$ cat config.mk
export PLATFORM = sky130hd
export DESIGN_NAME = ysyx_22040237_ifu
export DESIGN_NICKNAME = d
export VERILOG_FILES = /design/src/rtl/ysyx_22040237_ifu.sv
export SDC_FILE = /design/constraint.sdc
export NUM_CORES = 1
export LEC_CHECK = 0
export CORE_MARGIN = 3
export CORE_UTILIZATION = 51
export CTS_BUF_LIST = sky130_fd_sc_hd__clkbuf_4
export DETAILED_ROUTE_END_ITERATION = 6
export PLACE_DENSITY = 0.89
export SLEW_MARGIN = 20
export SYNTH_ARGS = -nofsm -noshare
export SYNTH_HDL_FRONTEND = slang
export SYNTH_SLANG_ARGS = --single-unit
$ cat constraint.sdc
create_clock -name clk -period 9.46 [get_ports clk]
set_input_delay 2.838 -clock clk [delete_from_list [all_inputs] [get_ports clk]]
set_output_delay 2.838 -clock clk [all_outputs]
set_load 0.01 [all_outputs]
$ cat src/rtl/ysyx_22040237_ifu.sv
// Instruction fetch unit: owns the PC, fetches one word at a time, hands pc/inst to decode.
// Holds at most one outstanding request; a redirect marks an in-flight fetch stale.
module ysyx_22040237_ifu #(
  parameter logic [31:0] RESET_PC = 32'h8000_0000
) (
  input  logic        clk,
  input  logic        rst,
  output logic        mem_req_valid,
  input  logic        mem_req_ready,
  output logic [31:0] mem_req_addr,
  input  logic        mem_resp_valid,
  input  logic [31:0] mem_resp_data,
  input  logic        redirect_valid,
  input  logic [31:0] redirect_target,
  output logic        inst_valid,
  input  logic        inst_ready,
  output logic [31:0] pc,
  output logic [31:0] inst,
  output logic [63:0] fetch_cnt
);

  typedef enum logic [1:0] {S_IDLE, S_REQ, S_WAIT, S_HOLD} state_e;

  state_e      state_q;
  logic [31:0] pc_q;
  logic [31:0] inst_q;
  logic        kill_q;
  logic [63:0] cnt_q;

  logic [31:0] tgt;
  logic [31:0] pc_seq_d;

  assign tgt      = redirect_target & 32'hFFFF_FFFC;
  assign pc_seq_d = redirect_valid ? tgt : pc_q + 32'd4;

  always_ff @(posedge clk or posedge rst) begin
    if (rst) begin
      state_q <= S_IDLE;
      pc_q    <= RESET_PC;
      inst_q  <= 32'd0;
      kill_q  <= 1'b0;
      cnt_q   <= 64'd0;
    end else begin
      unique case (state_q)
        S_IDLE: state_q <= S_REQ;
        S_REQ: begin
          if (redirect_valid) pc_q <= tgt;
          if (mem_req_ready) begin
            state_q <= S_WAIT;
            if (redirect_valid) kill_q <= 1'b1;
          end
        end
        S_WAIT: begin
          if (redirect_valid) begin
            pc_q   <= tgt;
            kill_q <= 1'b1;
          end
          // A redirect on the response cycle kills this response as well.
          if (mem_resp_valid) begin
            if (kill_q || redirect_valid) begin
              kill_q  <= 1'b0;
              state_q <= S_REQ;
            end else begin
              inst_q  <= mem_resp_data;
              state_q <= S_HOLD;
            end
          end
        end
        S_HOLD: begin
          if (inst_ready) begin
            cnt_q   <= cnt_q + 64'd1;
            pc_q    <= pc_seq_d;
            state_q <= S_REQ;
          end else if (redirect_valid) begin
            pc_q    <= tgt;
            state_q <= S_REQ;
          end
        end
        default: state_q <= S_IDLE;
      endcase
    end
  end

  assign mem_req_valid = (state_q == S_REQ);
  assign mem_req_addr  = pc_q;
  assign inst_valid    = (state_q == S_HOLD);
  assign pc            = pc_q;
  assign inst          = inst_q;
  assign fetch_cnt     = cnt_q;

endmodule

# After elaboration in Yosys (flattened, before gate mapping)
# Index checks and enable logic that the tools add are counted.
classes:
  n_bitwise: 1
  addsub: 2
  eq_ne: 6
  muxes: 15
  reduce_logical: 9
ops:
  columns: ["operator", "n"]
  rows:
  - ["$mux 32", 3]
  - ["$add 64x1->64 const B", 1]
  - ["$pmux 32 s2", 1]
  - ["$add 32x3->32 const B", 1]
  - ["$mux 2", 5]
  - ["$pmux 2 s4", 1]
  - ["$reduce_and 3->1", 2]
  - ["$eq 2x2->1 const B", 2]
  - ["$mux 1", 4]
  - ["$reduce_and 2->1", 2]
  - ["$reduce_bool 2->1", 2]
  - ["$ne 3x2->1 const B", 1]
  - ["$eq 2x1->1 const B", 1]
  - ["$logic_not 2->1", 1]
  - ["$ne 2x1->1 const B", 1]
  - ["$ne 2x2->1 const B", 1]
  - ["$pmux 1 s2", 1]
  - ["$reduce_or 2->1", 1]
  - ["$logic_or 1x1->1", 1]
  - ["$not 1->1", 1]
totals:
  reg_bits: 131
  word_cells: 38
  out_inout_bits: 162

# Logic depth before layout (Yosys ltp)
depth:
  ltp_word: 4
  depth_mapped: 8

# Worst setup path before layout
# OpenSTA, ideal clock, no wires.
synth_path:
  path_type: "input to register"
  start: "in redirect_valid"
  end: "reg inst_q[0] (netlist: inst[0])"
  stages: 4
  t_required_ns: 9.335
  setup_slack_ns: 5.208
  t_arrival_ns: 4.127
  cell_sequence: "clkbuf_1 nor3_1 clkbuf_1 mux2_2"
synth_via:
  elab_chain_cells: 3
synth_rtl:
  columns: ["item", "line_no", "source"]
  rows:
  - ["from (decl)", "13", "input logic redirect_valid,"]
  - ["$logic_or 1x1->1", "60", "if (kill_q || redirect_valid) begin"]
  - ["$not 1->1 (no source line)", null, null]
  - ["$reduce_and 3->1 (no source line)", null, null]
  - ["to (signal assigned)", "64", "inst_q <= mem_resp_data;"]
  - ["to (decl)", "26", "logic [31:0] inst_q;"]
# No other way between the ends.
# A chain may end at the register's enable or synchronous reset.

# Final worst setup path
layout_path:
  start: "in redirect_valid"
  end: "reg pc_q[3] (netlist: mem_req_addr[3])"
layout_via:
  elab_chain_cells: 3
  elab_cells_between_ends: 4
  classes_between: "mux: 4"
layout_rtl:
  columns: ["item", "line_no", "source"]
  rows:
  - ["$mux 32 (on tied branches)", null, null]
  - ["$mux 32", "70", "if (inst_ready) begin"]
  - ["$pmux 32 s2 *", "44", "unique case (state_q)"]
  - ["to (signal assigned)", "47", "if (redirect_valid) pc_q <= tgt;"]
  - ["to (signal assigned)", "72", "pc_q <= pc_seq_d;"]
  - ["to (signal assigned)", "75", "pc_q <= tgt;"]
  - ["to (decl)", "25", "logic [31:0] pc_q;"]
# Every way passes the cells marked *; elsewhere a longest branch is shown, timed or not.

==> reports/qor.txt <==
CTS tree = done
Root Buffer Master = clkbuf_4
Compound-Gate Fraction of Synth Area = 8.12%
Crit Path Category = in -> reg
I/O pins = 232
Final hold violations = 0
CP endpoint kind = flop
Layout net count = 903
Initial antenna violation count = 1
Worst-Skew Late Latency = 0.54 ns
Adder-cell area share of the yosys netlist = 1.32%
Setup-failing EPs final = 0
Initial Util = 52.3%
Total gr overflow = 0
Reg2reg start = state_q[0]
Netlist Area Pre-Place = 6620 µm²
Routed wire length = 18400 µm
Ranking of synthesized cells by area = dfrtp_1 49%, mux2_2 5.8%, xnor2_1 5.0%, buf_4 3.7%, xor2_1 3.3%
GP Congestion = 0.844
Slew @ Worst Pin = 0.999 ns
FMAX = 0.185 GHz
Yosys warnings = 0
Crit path arrival time = 5.85 ns
Period utilization = 57.2%
Post-CTS setup buffers = 0
Slew HR = 33.2%
Commonest cells post-synth = 130 x dfrtp_1, 44 x nand2_1, 40 x nand3_1
LEAKAGE = 3.94 nW
Port-buffer cells = 229
Pwr per Cell Area = 241 nW/µm²
Worst-path clk slew = 0.10 ns
Setup TNS = 0 ns
Crit path from = redirect_valid
Largest net degree at the start of global routing = 81
Crit-path max FO = 26
Clock Tree Buf Depth = 2
Hold Path Class = reg -> reg
Final Total Pwr = 2.19 mW
Cell with the most instances after synthesis = dfrtp_1
Total Routing Usage GR = 26.0%
Htree depth = 4
Die ar. = 14400 µm²
Via count = 5695
Util after Layout = 71.7%
DRT antenna net count = 0
Vias in the first global route = 5937
RSZ-0062 raised after global routing = no
Setup Skew = 0.0165 ns
Synthesis-stage register bit count = 131
Hpwl dp = 13500 µm
Number of CTS-inserted buffers = 17
Post-synth EDFFs = 0
Min-delay src = fetch_cnt[63]
Critical Path RT = 9.90 ns
Clock Sinks = 131
Final Slew Violations = 0
Max_cap viols = 0
First-pass GRT wire length = 29900 µm
Synth Area per Inst = 10.5 µm²
Die H = 120 µm
Max IR drop VDD = 0.169 mV
Synth unique cells = 50
XOR/XNOR Fraction of Synth Area = 8.33%
Detailed Routing Iterations Pass 1 = 5
Drt wl/cell = 18.2 µm
Mux contribution to synthesized area = 6.69%
Ys async rst share = 100%
Synth top area share = 49.1%
Post-synthesis simple-gate area fraction = 19.8%
Sequential share of the synthesized area = 49.5%
DR iter-0 viols = 378
Cells after Synth = 629
Largest family of logic cells by synthesized area = simple AND/OR/NAND/NOR gates
Hold Buf Count CTS = 0
Remaining DRCs = 0
Layout Area Growth over Synthesis = 37.1%
Die Width = 120 µm
Top FF cell, synth = dfrtp_1
Layout cell share with drive strength beyond 1 = 9.93%
Via/cell ratio = 5.64
Minimum clock period = 5.41 ns
Status = finished, final reports clean
Row count = 41
Core ar. = 12700 µm²
Syn Nets = 706
Post-synth top area cell = dfrtp_1
Cts repair resizes = 0
Number of fill cells in the layout = 906
Startpoint Class = primary input
[power breakdown]
part / switching, mW / leakage (nW) / internal, mW
registers: 0.181 / 1.71 / 0.707
clock network: 0.193 / 0.138 / 0.161
logic: 0.405 / 2.09 / 0.539
[cells in the final DEF (no fill, tap or decap), drive strengths merged, types with 17 or more instances in the layout]
| master | instances |
|---|---|
| dfrtp | 130 |
| nor2 | 37 |
| clkbuf | 21 |
| clkdlybuf4s50 | 229 |
| a22oi | 17 |
| nand4 | 28 |
| nand3 | 41 |
| mux2 | 34 |
| xnor2 | 38 |
| nand2 | 44 |
| nor3 | 23 |
| xor2 | 25 |
[metrics by stage]
stage | setup WS [ns] | area (µm²) | instances | hold WS [ns]
2_1_floorplan | 3.13 | 6620 | 629 | 0.504
3_3_place_gp | 3.65 | 8830 | 979 | 0.457
3_5_place_dp | 3.61 | 8830 | 979 | 0.456
4_1_cts | 4.19 | 9070 | 1008 | 0.474
5_1_grt | 3.99 | 9080 | 1009 | 0.486
6_report | 4.05 | 9080 | 1010 | 0.473
[state kept, by name (all words and copies together) (netlist names)]
register,flops
state_q,2
kill_q,1
fetch_cnt,64
inst,32
mem_req_addr,32
[path summary, 6_finish.rpt]
path | end | slack (ns) | cells past startpoint
min reg2reg | fetch_cnt[63] | 0.47 | 1
max in group asynchronous | fetch_cnt[48] | 5.34 | 3
max reg2reg | mem_req_addr[26] | 6.95 | 7
max | mem_req_addr[3] | 4.05 | 6
min in group asynchronous | fetch_cnt[34] | 2.88 | 2
min | fetch_cnt[63] | 0.47 | 1
[metal layers]
layer | track usage (%) | wire (µm) | vias up
li1 | - | - | 2614
met1 | 30.6 | 7170 | 2772
met2 | 42.9 | 9150 | 240
met3 | 7.30 | 1300 | 69
met4 | 14.2 | 802 | 0
met5 | 0 | 0 | -
[logic make-up (layout without fill, tap and decap cells)]
family / Yosys count / in the layout
AOI/OAI and AO/OA: 82 / 82
muxes: 40 / 40
adders and majority gates: 7 / 7
DFF: 131 / 131
other: 0 / 2
and+or+nand+nor: 234 / 234
xor gates and xnor gates: 63 / 63
buffers and inverters: 72 / 279
[layout make-up]
| class | count | area [µm²] | area share, % |
|---|---|---|---|
| tap | 172 | 215 | 2.37 |
| multi-input combinational | 426 | 2940 | 32.3 |
| clock inverter | 8 | 88.8 | 0.979 |
| antenna | 2 | 5.00 | 0.0551 |
| sequential | 131 | 3280 | 36.1 |
| timing repair buffer | 235 | 2340 | 25.7 |
| clock buffer | 21 | 158 | 1.74 |
| inverter | 15 | 58.8 | 0.648 |
[worst max-delay path: stages]
cell             delay [ns]
clkdlybuf4s50_1        1.13
inv_1                  0.59
nor2_1                 0.79
buf_4                  0.32
a22oi_1                0.08
o21ai_0                0.10
(Power assumes the default switching activity.)
